$ cat src/rtl/softmax_pkg.sv
// Shared types and constants for the softmax block: collector FSM states,
// vector length and arithmetic-format selectors.
package softmax_pkg;

    localparam int unsigned SOFTMAX_VEC_LEN  = 4;
    localparam int unsigned COUNT_W          = $clog2(SOFTMAX_VEC_LEN);

    localparam int unsigned ARITH_TYPE_FIXED = 1;
    localparam int unsigned ARITH_TYPE_FLOAT = 0;

    typedef enum logic {
        COLLECT = 1'b0,
        BUSY    = 1'b1
    } collect_state_e;

endpackage

$ cat src/rtl/softmax_max_compare.sv
// Combinational strict greater-than for either two's-complement fixed-point
// or sign-magnitude float words; shared by every max stage of the softmax block.
module softmax_max_compare
    import softmax_pkg::*;
#(
    parameter int unsigned ARITH_TYPE = ARITH_TYPE_FIXED,
    parameter int unsigned DATA_WIDTH = 32,
    parameter int unsigned E          = 8,
    parameter int unsigned M          = 23
) (
    input  logic [DATA_WIDTH-1:0] a,
    input  logic [DATA_WIDTH-1:0] b,
    output logic                  a_gt_b
);

    localparam int unsigned MAG_W = E + M;

    logic             sign_a;
    logic             sign_b;
    logic [MAG_W-1:0] mag_a;
    logic [MAG_W-1:0] mag_b;
    logic             fixed_gt;
    logic             float_gt;

    assign sign_a   = a[DATA_WIDTH-1];
    assign sign_b   = b[DATA_WIDTH-1];
    assign mag_a    = a[MAG_W-1:0];
    assign mag_b    = b[MAG_W-1:0];
    assign fixed_gt = $signed(a) > $signed(b);

    // Float ordering on sign/magnitude; +0 and -0 are treated as equal.
    always_comb begin
        float_gt = 1'b0;
        if (mag_a == '0 && mag_b == '0) begin
            float_gt = 1'b0;
        end else if (!sign_a && !sign_b) begin
            float_gt = mag_a > mag_b;
        end else if (sign_a != sign_b) begin
            float_gt = !sign_a;
        end else begin
            float_gt = mag_a < mag_b;
        end
    end

    assign a_gt_b = (ARITH_TYPE == ARITH_TYPE_FIXED) ? fixed_gt : float_gt;

endmodule

$ cat src/rtl/softmax_input_collector.sv
// Packs a serial score stream into groups of four with a running maximum and
// holds each vector for the softmax stage until it reports completion.
module softmax_input_collector
    import softmax_pkg::*;
#(
    parameter int unsigned ARITH_TYPE = ARITH_TYPE_FIXED,
    parameter int unsigned DATA_WIDTH = 32,
    parameter int unsigned INTEGER    = 10,
    parameter int unsigned FRACTION   = 22,
    parameter int unsigned E          = 8,
    parameter int unsigned M          = 23
) (
    input  logic                  clk,
    input  logic                  reset,
    input  logic [DATA_WIDTH-1:0] data_in,
    input  logic                  data_valid,
    output logic                  data_ready,
    output logic [DATA_WIDTH-1:0] in1,
    output logic [DATA_WIDTH-1:0] in2,
    output logic [DATA_WIDTH-1:0] in3,
    output logic [DATA_WIDTH-1:0] in4,
    output logic [DATA_WIDTH-1:0] max_input,
    output logic                  softmax_enable,
    input  logic                  softmax_output_ready
);

    // Elaboration-time consistency of the word formats.
    if (E + M + 1 != DATA_WIDTH) begin : g_bad_float_fmt
        $error("softmax_input_collector: E+M+1 must equal DATA_WIDTH");
    end
    if (ARITH_TYPE == ARITH_TYPE_FIXED && INTEGER + FRACTION != DATA_WIDTH) begin : g_bad_fixed_fmt
        $error("softmax_input_collector: INTEGER+FRACTION must equal DATA_WIDTH");
    end

    collect_state_e        state_q, state_d;
    logic [COUNT_W-1:0]    count_q, count_d;
    logic [DATA_WIDTH-1:0] slot_q [SOFTMAX_VEC_LEN];
    logic [DATA_WIDTH-1:0] slot_d [SOFTMAX_VEC_LEN];
    logic [DATA_WIDTH-1:0] max_q, max_d;
    logic                  enable_q, enable_d;
    logic                  beat;
    logic                  data_gt_max;

    softmax_max_compare #(
        .ARITH_TYPE (ARITH_TYPE),
        .DATA_WIDTH (DATA_WIDTH),
        .E          (E),
        .M          (M)
    ) u_max_compare (
        .a      (data_in),
        .b      (max_q),
        .a_gt_b (data_gt_max)
    );

    assign data_ready = (state_q == COLLECT);
    assign beat       = data_valid && data_ready;

    // Next-state and datapath decode; everything holds unless a beat or release occurs.
    always_comb begin
        state_d  = state_q;
        count_d  = count_q;
        slot_d   = slot_q;
        max_d    = max_q;
        enable_d = enable_q;
        case (state_q)
            COLLECT: begin
                if (beat) begin
                    slot_d[count_q] = data_in;
                    if (count_q == '0 || data_gt_max) begin
                        max_d = data_in;
                    end
                    if (count_q == COUNT_W'(SOFTMAX_VEC_LEN - 1)) begin
                        count_d  = '0;
                        state_d  = BUSY;
                        enable_d = 1'b1;
                    end else begin
                        count_d = count_q + COUNT_W'(1);
                    end
                end
            end
            BUSY: begin
                if (softmax_output_ready) begin
                    state_d  = COLLECT;
                    enable_d = 1'b0;
                end
            end
            default: begin
                state_d  = COLLECT;
                count_d  = '0;
                enable_d = 1'b0;
            end
        endcase
    end

    always_ff @(posedge clk) begin
        if (reset) begin
            state_q  <= COLLECT;
            count_q  <= '0;
            max_q    <= '0;
            enable_q <= 1'b0;
            for (int i = 0; i < SOFTMAX_VEC_LEN; i++) begin
                slot_q[i] <= '0;
            end
        end else begin
            state_q  <= state_d;
            count_q  <= count_d;
            max_q    <= max_d;
            enable_q <= enable_d;
            slot_q   <= slot_d;
        end
    end

    assign in1            = slot_q[0];
    assign in2            = slot_q[1];
    assign in3            = slot_q[2];
    assign in4            = slot_q[3];
    assign max_input      = max_q;
    assign softmax_enable = enable_q;

endmodule

$ cat config.mk
export PLATFORM = sky130hd
export DESIGN_NAME = softmax_input_collector
export DESIGN_NICKNAME = d
export VERILOG_FILES = /design/src/rtl/softmax_pkg.sv /design/src/rtl/softmax_max_compare.sv /design/src/rtl/softmax_input_collector.sv
export SDC_FILE = /design/constraint.sdc
export NUM_CORES = 1
export LEC_CHECK = 0
export ABC_AREA = 1
export CAP_MARGIN = 20
export CORE_MARGIN = 8
export CORE_UTILIZATION = 48
export CTS_CLUSTER_DIAMETER = 50
export DETAILED_ROUTE_END_ITERATION = 16
export GPL_ROUTABILITY_DRIVEN = 0
export GPL_TIMING_DRIVEN = 0
export PLACE_DENSITY = 0.84
export SETUP_SLACK_MARGIN = 0.15
export SYNTH_ARGS = -nofsm -noshare
export SYNTH_HDL_FRONTEND = slang
export SYNTH_SLANG_ARGS = --single-unit
$ cat constraint.sdc
create_clock -name clk -period 2.58 [get_ports clk]
set_clock_uncertainty 0.2 [all_clocks]
set_input_delay 0.516 -clock clk [delete_from_list [all_inputs] [get_ports clk]]
set_output_delay 0.516 -clock clk [all_outputs]
set_load 0.005 [all_outputs]
==> flow_summary.ini <==
[power_and_ir_drop]
pwr-share-clk_pct = 38.8
combPwrFrac_pct = 23.1
p_per_area_nw_per_um2 = 725
finalPower_mw = 7.36
p_sw_mw = 2.12
power_frac_seq_pct = 38.1
max-vdd-ir-drop_v = 0.000485
internal-power_mw = 5.24
total_leakage_power_nw = 3.89
p_sw_share_pct = 28.9

[global_routing]
antenna_found_initial = 0
grt_pass1_wl_mm = 36.9
grt_pass1_vias = 7036
grt_usage_pct = 25.2
grt_max_degree = 17
globalRouteOverflowTotal = 0

[sta]
max-slew-margin-rel_pct = 48.6
period_share_pct = 93.8
tightest_slew_ns = 0.770
timing.hold.ws_ns = 0.229
slew_viol_final = 0
rsz0062_at_grt = no
post-route-min-period_ns = 2.42
finalHoldViolCount = 0
fmax_mhz = 413
setup_violations = 0

[worst_setup_path]
required_ns = 2.70
startpoint = data_in[8]
regToRegSetupSlack_ns = 0.19
path_class = in -> reg
r2r-end = max_input[22]$_SDFFE_PP0P_
worst_path_max_delay_cell = dlygate4sd2_1
reg2reg_depth = 18
crit_fanout = 7
cp_cell_sequence = dlygate4sd2_1 > ha_1 > nand2_1 > nand2_1 > nand3_1 > nand2_1 > a21oi_2 > nand2_2 > nand2_2 > nand2_1 > nand2_1 > nand2_2 > nand2_8 > buf_6 > clkbuf_16 > nand3_1 > nand2_1 > nor2_1
cp_common_cell = nand2_1
slowest_delay_ns = 0.34
cp.arrival_ns = 2.54
cp-start-kind = primary input
worstReg2RegStart = max_input[5]$_SDFFE_PP0P_
crit_path_end_kind = flip-flop

[status]
outcome = complete, no violations

[clock_tree]
cts_made_buffers = 17
cts-root-buf = clkbuf_16
cts_tree = done
ctsHtreeMaxLevel = 4
cts_num_sinks = 164
clk_pin_slew_ns = 0.06
clk_latency_ns = 0.43
clockBufferDepth = 2
ctsHoldBuffers = 0

[detailed_routing]
drt_iter0_markers = 597
postRouteAntennaNets = 0
vias = 7503
drc = 0
dr.pass1.iters = 6
viasPerCell = 5.57
wl_per_cell_um = 18.7
totalWireLength_mm = 25.2

[die]
initial_core_util_pct = 48.7
fp.dieArea_um2 = 18800
fp.dieW_um = 137
num_rows = 44
coreArea_um2 = 14400
num_io_pins = 198
dieHeight_um = 137

[cells_and_area]
stdcell_count = 1348
num-nets-final = 1223
final_layout_size_suffix_gt1_share_pct = 14.7
area_delta_synth_final_pct = 44.7
diodes = 0

[yosys]
ys_seq_area_share_pct = 46.7
synth_top_area_share_pct = 46.7
ys_ff_latch = 164
syn-num-nets = 994
ys_warn_count = 0
ys_types = 21
synth_area_leaders = dfxtp_1 47%, a21oi_1 13%, nand2_1 11%, nand3_1 11%, ha_1 6.4%
synth_top_area_cell = dfxtp_1
avgSynthCellArea_um2 = 7.62
netlist_area_um2 = 7020
syn_inst = 922

[placement]
hpwl_mm = 17.4
dpl.cell_count = 1302
io_buffers = 196

[min_path]
whs_path_depth = 3
holdPathEnd = max_input[27]$_SDFFE_PP0P_
hold_path_class = in -> reg
hold_start = data_in[27]

[job]
drv_cap = 0
-- cell families after synthesis --
family	count (synthesis)	share of synthesized area, %
flops	164	46.7
buf+inv	121	7.45
simple gates	416	26.1
fa+ha+maj	36	6.41
compound gates	185	13.3
-- critical path: cells and delay by family --
kind            cells  cell delay, ns
compound gates      1            0.15
fa+ha+maj           1            0.26
buf+inv             3            0.60
simple gates       13            1.00
-- registers in the layout, indices dropped and copies added, names as in the netlist --
name	flops
count_q	2
in1	32
in2	32
in3	32
in4	32
max_input	32
softmax_enable	1
state_q	1
-- cells in the final DEF (no fill, tap or decap), types with 18 or more instances in the layout --
master	count
clkbuf_1	34
nor2_1	40
dfxtp_1	147
clkbuf_16	18
nand3_1	150
clkdlybuf4s50_1	164
ha_1	22
nand2_1	197
clkbuf_2	28
inv_1	36
a21oi_1	171
-- area by class of cell --
type | count | area (um^2)
Fill cell | 1116 | 4260
Timing Repair Buffer | 210 | 1950
Buffer | 73 | 357
Sequential cell | 164 | 3300
Multi-Input combinational cell | 637 | 3480
Inverter | 48 | 180
Tap cell | 184 | 230
Clock buffer | 19 | 443
Clock inverter | 13 | 221
-- how the worst max path moves through the flow --
stage                                             to  cells after the start
after floorplan           max_input[10]$_SDFFE_PP0P_                     13
after global placement     max_input[9]$_SDFFE_PP0P_                     17
after detailed placement   max_input[4]$_SDFFE_PP0P_                     14
after CTS                       in1[12]$_SDFFE_PP0P_                      7
after global routing      max_input[22]$_SDFFE_PP0P_                     18
final                     max_input[22]$_SDFFE_PP0P_                     18
-- power groups by stage --
stage	logic, mW	registers (mW)	clock network (mW)
global placement	1.45	2.84	0
floorplan	0.780	2.85	0
CTS	1.47	2.79	2.86
global route	1.85	2.82	2.96
finish	1.70	2.81	2.86
detailed placement	1.48	2.84	0
-- per-layer routing --
| layer | vias to the layer above | global-route usage (%) | part of all wire (%) | wire length [um] |
|---|---|---|---|---|
| met3 | 78 | 9.21 | 11 | 2660 |
| met4 | 0 | 11.2 | 3.5 | 889 |
| met1 | 3507 | 29.0 | 39 | 9720 |
| li1 | 3537 | - | - | - |
| met5 | - | 0 | 0 | 0 |
| met2 | 381 | 41.3 | 47 | 11900 |
-- synth_stat cells --
cell,count
nand4_1,2
a21o_1,1
nor2_1,43
dfxtp_1,164
nand2_2,1
nand3_1,153
nand2_1,204
buf_1,16
nor2_2,2
nand2_4,1
inv_1,46
buf_6,6
clkinv_1,2
clkbuf_1,34
o21ai_0,5
a21oi_1,178
nand3_2,10
buf_2,16
o21a_1,1
buf_4,1
ha_1,36
-- metrics by stage --
stage / utilization [%] / TNS [ns] / worst slack (ns) / area [um^2]
global placement: 63.9 / -24.99 / -0.485 / 9220
floorplan: - / 0 / 0.385 / 7020
CTS: 68.2 / 0 / 0.177 / 9840
detailed placement: 63.9 / -27.58 / -0.528 / 9220
finish: 70.4 / 0 / 0.161 / 10200
global route: 70.4 / 0 / 0.00897 / 10200
-- repair_timing --
item / CTS / global route
pin swaps: 0 / 17
cloned: 0 / 1
gates resized for setup: 32 / 127
setup endpoints to repair: 32 / 62
buffers inserted: 0 / 13
(Power assumes the default switching activity.)
